**src/rtl/comparator.sv**
```systemverilog
// comparator: N-bit magnitude comparator, unsigned or two's-complement signed.
//
// The operands are split into NUM_LANES slices of VEC_W bits. Each slice is
// compared by its own lane instance, and the most significant slice that
// differs decides the ordering.
//
// Ports:
//   clk   - rising-edge clock for the registered copy o_q
//   rst_n - async active-low reset, clears o_q only
//   s     - 0 = unsigned compare, 1 = signed compare
//   a, b  - N-bit operands
//   o     - combinational flags {eq, neq, lt, lte, gt, gte}
//   o_q   - o registered on clk, 6'b0 while in reset

module comparator_lane #(
  parameter int VEC_W = 8
) (
  input  logic [VEC_W-1:0] a,
  input  logic [VEC_W-1:0] b,
  output logic             eq,
  output logic             gt
);
  assign eq = (a == b);
  assign gt = (a > b);
endmodule

module comparator #(
  parameter int N     = 32,
  parameter int VEC_W = 8
) (
  input  logic         clk,
  input  logic         rst_n,
  input  logic         s,
  input  logic [N-1:0] a,
  input  logic [N-1:0] b,
  output logic [5:0]   o,
  output logic [5:0]   o_q
);
  localparam int NUM_LANES = (N + VEC_W - 1) / VEC_W;
  localparam int PAD_W     = NUM_LANES * VEC_W;

  logic [N-1:0]                    a_m, b_m;
  logic [PAD_W-1:0]                a_p, b_p;
  logic [NUM_LANES-1:0][VEC_W-1:0] a_l, b_l;
  logic [NUM_LANES-1:0]            l_eq, l_gt;
  logic                            eq, gt, lt;

  // Flipping the sign bit maps two's-complement order onto unsigned order.
  always_comb begin
    a_m        = a;
    b_m        = b;
    a_m[N-1]   = a[N-1] ^ s;
    b_m[N-1]   = b[N-1] ^ s;
  end

  // Zero-extend both operands to a whole number of lanes; the padding bits
  // are equal in both, so they never influence the result.
  always_comb begin
    a_p        = '0;
    b_p        = '0;
    a_p[N-1:0] = a_m;
    b_p[N-1:0] = b_m;
  end

  assign a_l = a_p;
  assign b_l = b_p;

  for (genvar i = 0; i < NUM_LANES; i++) begin : g_lane
    comparator_lane #(.VEC_W(VEC_W)) u_lane (
      .a  (a_l[i]),
      .b  (b_l[i]),
      .eq (l_eq[i]),
      .gt (l_gt[i])
    );
  end

  // Scan from the least significant lane upward so the highest differing
  // lane is the last to write gt.
  always_comb begin
    gt = 1'b0;
    for (int i = 0; i < NUM_LANES; i++) begin
      if (!l_eq[i]) gt = l_gt[i];
    end
  end

  assign eq = &l_eq;
  assign lt = ~eq & ~gt;
  assign o  = {eq, ~eq, lt, lt | eq, gt, gt | eq};

  always_ff @(posedge clk or negedge rst_n) begin
    if (!rst_n) o_q <= '0;
    else        o_q <= o;
  end
endmodule

```
**config.mk**
```make
export PLATFORM = sky130hd
export DESIGN_NAME = comparator
export DESIGN_NICKNAME = d
export VERILOG_FILES = /design/src/rtl/comparator.sv
export SDC_FILE = /design/constraint.sdc
export NUM_CORES = 1
export LEC_CHECK = 0
export CAP_MARGIN = 20
export CELL_PAD_IN_SITES_DETAIL_PLACEMENT = 1
export CELL_PAD_IN_SITES_GLOBAL_PLACEMENT = 2
export CORE_ASPECT_RATIO = 0.9
export CORE_MARGIN = 4
export CORE_UTILIZATION = 18
export CTS_BUF_LIST = sky130_fd_sc_hd__clkbuf_16
export CTS_CLUSTER_SIZE = 20
export DETAILED_ROUTE_END_ITERATION = 10
export PLACE_DENSITY_LB_ADDON = 0.1
export SLEW_MARGIN = 10
export SYNTH_ARGS = -nofsm -noshare
export SYNTH_HDL_FRONTEND = slang
export SYNTH_HIERARCHICAL = 1
export SYNTH_SLANG_ARGS = --single-unit
```
**constraint.sdc**
```tcl
create_clock -name clk -period 2.4 [get_ports clk]
set_input_delay 0.36 -clock clk [delete_from_list [all_inputs] [get_ports clk]]
set_output_delay 0.36 -clock clk [all_outputs]
set_load 0.01 [all_outputs]
```
Word level (Yosys, flattened, before mapping) --
Index checks and enable logic that the tools add are counted.
Cells by class: div/mod/pow operators 0, mux-type cells 4, order comparisons 4, equal/unequal tests 4, shift operators 0, bitwise logic cells 7, reductions and logical operators 1, add/subtract/negate cells 0, multiply operators 0
Operators with widths (count):
- 8-bit == test | 4
- 8-bit > comparator | 4
- 1-bit 2-to-1 mux | 4
- 4-bit AND reduction | 1
- 1-bit inverter | 2
- 1-bit OR | 2
- 1-bit XOR | 2
- 1-bit bitwise AND | 1
Storage, ports and cells: register bits after elaboration 6, latch bits 0, memories kept 0, bits in writable memories 0, output and inout bits 12, memory bits (read-only) 0

Longest topological paths before layout --
word-level depth 8, gate-level depth with buffers 10, depth with buffers taken out 9

Cells and area by module --
The synthesis kept the hierarchy.
By module, submodules not included:
- comparator_lane | cells an instance 28, times used 4, area an instance 220.2 µm²
- comparator | cells an instance 22, times used 1, area an instance 265.3 µm²

Least setup slack after synthesis --
Ideal clock, no wire load.
path type input -> output, start input s, end output o[3], required time 2.040 ns, slack 0.297 ns, cell stages on the path 8, arrival time 1.743 ns, cells stage by stage xor2_1 -> inv_1 -> ha_1 -> nand4_2 -> nor2_1 -> nand4_1 -> o21a_1 -> buf_4
On the way: cells in the longest elaborated chain, start to end 5, elaborated cells on any way between the ends 9, classes of those cells order compare (1); eq/ne (1); mux (1); bitwise (5); reduce/logical (1)
Ends and longest elaborated chain:
- start, declared | RTL line 33 | input logic s,
- 1-bit XOR, on equally long branches | RTL line 52, 53
- 8-bit == test * | RTL line 23 | assign eq = (a == b);
- net l_eq[3] | RTL line 45 | logic [NUM_LANES-1:0] l_eq, l_gt;
- 4-bit AND reduction * | RTL line 86 | assign eq = &l_eq;
- 1-bit inverter *
- net o[4] | RTL line 36 | output logic [5:0] o,
- 1-bit bitwise AND * | RTL line 87 | assign lt = ~eq & ~gt;
- end, declared | RTL line 36
The timed path passes the listed nets; every way through them passes the cells marked *.

Final worst setup path --
start input a[15], end output o[2]
On the way: cells in the longest elaborated chain, start to end 7, elaborated cells on any way between the ends 10, classes of those cells order compare (1); eq/ne (1); mux (3); bitwise (4); reduce/logical (1)
Ends and longest elaborated chain:
- start, declared | RTL line 34 | input logic [N-1:0] a,
- 8-bit > comparator | RTL line 24 | assign gt = (a > b);
- net l_gt[1] | RTL line 45
- 1-bit 2-to-1 mux (3 in series) | RTL line 82 | if (!l_eq[i]) gt = l_gt[i];
- 1-bit inverter | RTL line 87
- 1-bit bitwise AND | RTL line 87
- 1-bit OR | RTL line 88 | assign o = {eq, ~eq, lt, lt | eq, gt, gt | eq};
The timed path passes the listed nets, and every way through them passes these cells.

==> impl_metrics.ini <==
[critical_path]
crit_family = compound AO/OA/AOI/OAI gates
slowest_delay_ns = 0.29
critPathKind = in -> out
cp_max_fo = 4
path_cells = dlygate4sd2_1 > ha_4 > nand4_4 > a21oi_2 > o22a_1 > inv_1 > o2111a_2 > or2_4 > buf_6
end_kind = primary output
critPathArrivalTime_ns = 1.97
crit_start = a[15]
cp-start-kind = input port
required_ns = 2.04
crit_slowest_cell = ha_4
cp-endpoint = o[2]
crit_buf_inv = 3
crit_cells = 9

[sta]
finalSetupViolCount = 0
tightest_slew_ns = 0.2517
fmax_mhz = 429.5
hold_violations = 0
drv_slew = 0
rsz0062_at_grt = true
fin_crit_ns = 2.328
slew_headroom_pct = 83.16
post-route-period-util_pct = 97.02
tns_ns = 0

[route]
drtAntennaViolNets = 0
firstDrtPassIters = 2
route.detailed.drc = 0
via_per_inst = 4.047
vias = 1279
finalWirelength_mm = 4.162
post_drt_wl_per_cell_um = 13.17
drt-initial-drc-count = 12

[synth]
yosysTopAreaCell = ha_1
synth_adder_area_share_pct = 34.93
avgSynthCellArea_um2 = 8.553
ys_types = 21
yosysTopAreaCellShare_pct = 34.93
synth_top_family_by_area = adder cells
netlist_instances = 134
synth_mux_area_share_pct = 0
ys.flop_type = dfrtp_1
async_reset_ff_share_pct = 100.0
synth_compound_gate_area_share_pct = 20.74
yosysSeqAreaShare_pct = 13.10
synth_xor_area_share_pct = 1.528
ys_ff_latch = 6
synth.area.top_cells = ha_1 35%, dfrtp_1 13%, inv_1 11%, a21oi_1 5.2%, nor2b_4 4.8%
synthSimpleGateAreaFrac_pct = 16.59
synth_area_um2 = 1146
syn_nets = 233
yosysWarnings = 6
synth-edff-count = 0

[global_routing]
gr-usage-met1_pct = 12.39
grt.met2_usage_pct = 20.62
busiest_layer = met2
grt_util_all_layers_pct = 10.97
grt_pass1_wl_mm = 6.934
grt_max_degree = 7
overflow = 0
grt_antenna_before_repair = 0
grt_pass1_vias = 1475
grtUsageMet3_pct = 2.885

[finish]
largest_reg_flops = 6
antenna_cells = 0
top_regs = o_q x6
syn_to_final_growth_pct = 125.0
top_register = o_q
layoutNonFillerInstCount = 316
fillers = 707
nNetsFinal = 330
drive_above_1_share_pct = 52.40

[cts]
numCtsBuffers = 3
cts_max_path_buffers = 2
clock_sinks = 6
cts_hold_buf = 0
cts-root-buf = clkbuf_16
h-tree-depth = 1
clk_pin_slew_ns = 0.03
cts_tree = done

[placement]
port_buffers = 78
numPlacedInstances = 308
gp_congestion = 0.6730
dp_hpwl_mm = 3.335

[floorplan]
core_um2 = 6148
fp.dieH_um = 83.70
start_util_pct = 18.64
num_rows = 27
dieArea_um2 = 7710
fp.dieW_um = 92.11
ioPinCount = 79

[pwr]
leakage_nw = 1.150
powerDensity_nw_per_um2 = 342.6
vdd_ir_drop_max_uv = 172.2

[job]
maxCapViolCount = 0

[status]
outcome = completed

[worst_hold_path]
hold_class = in -> async
[what timing repair did]
item	in CTS	in global routing
gates resized for setup	172	16
pin swaps	49	19
buffers inserted	4	2
endpoints found under the setup margin	6	5
cloned	0	0
[cells by family after synthesis]
kind of cell	Yosys count
buf+inv	37
compound gates	32
fa+ha+maj	32
simple gates	25
flops	6
xor+xnor	2
[synth_stat cells, drive strengths merged, types with 2 or more instances]
library cell / instances
a21oi: 16
buf: 3
dfrtp: 6
ha: 32
inv: 34
nand2: 4
nand4: 9
nor2: 5
nor2b: 4
o211ai: 4
o21ai: 5
o22a: 4
xor2: 2
[area by class of cell]
type	count	area [µm²]	area share, %
Clock buffer	3	75.07	2.911
Inverter	34	127.6	4.949
Multi-Input combinational cell	91	1314	50.95
Sequential cell	6	150.1	5.822
Tap cell	87	108.9	4.221
Timing Repair Buffer	95	803.3	31.15
[report_power, final]
group | leakage (nW) | internal [mW] | total [mW] | switching (mW)
Sequential | 0.0693 | 0.116 | 0.119 | 0.00388
Clock | 0.0370 | 0.214 | 0.267 | 0.0532
Combinational | 1.04 | 0.288 | 0.497 | 0.210
[metal layers]
layer	up-vias	wire [µm]
li1	653	-
met1	574	1663
met2	48	2157
met3	4	321
met4	0	20
met5	-	0
[worst min-delay path by stage]
stage / start / end / slack [ns] / cells past startpoint
2_1_floorplan: rst_n / o_q[0]$_DFF_PN0_ / 0.06 / 0
3_3_place_gp: rst_n / o_q[5]$_DFF_PN0_ / 0.60 / 1
3_5_place_dp: rst_n / o_q[0]$_DFF_PN0_ / 0.62 / 1
4_1_cts: rst_n / o_q[0]$_DFF_PN0_ / 0.37 / 1
5_1_grt: rst_n / o_q[4]$_DFF_PN0_ / 0.39 / 1
6_report: rst_n / o_q[0]$_DFF_PN0_ / 0.37 / 1
[through the flow]
step	power [mW]	hold WS [ns]	utilization [%]	area (µm²)	setup slack, ns
2_1_floorplan	0.2967	0.06441	-	1146	0.2965
3_3_place_gp	0.5084	0.6048	34.21	2103	-0.8010
3_5_place_dp	0.5213	0.6168	34.21	2103	-0.7818
4_1_cts	0.8671	0.3740	41.60	2557	0.0002141
5_1_grt	0.9527	0.3917	41.94	2579	-0.02828
6_report	0.8836	0.3672	41.94	2579	0.07157
[cell usage in the layout (no fill, tap or decap), drive strengths merged, types with 2 or more instances in the layout]
cell type | synthesis | routed
a21oi | 16 | 16
buf | 3 | 25
clkbuf | 0 | 6
clkdlybuf4s15 | 0 | 3
clkdlybuf4s50 | 0 | 7
dfrtp | 6 | 6
dlygate4sd2 | 0 | 53
dlymetal6s2s | 0 | 4
ha | 32 | 32
inv | 34 | 34
nand2 | 4 | 4
nand4 | 9 | 9
nor2 | 5 | 5
nor2b | 4 | 4
o211ai | 4 | 4
o21ai | 5 | 5
o22a | 4 | 4
xor2 | 2 | 2
No activity file was read; power rests on OpenSTA's default activity.
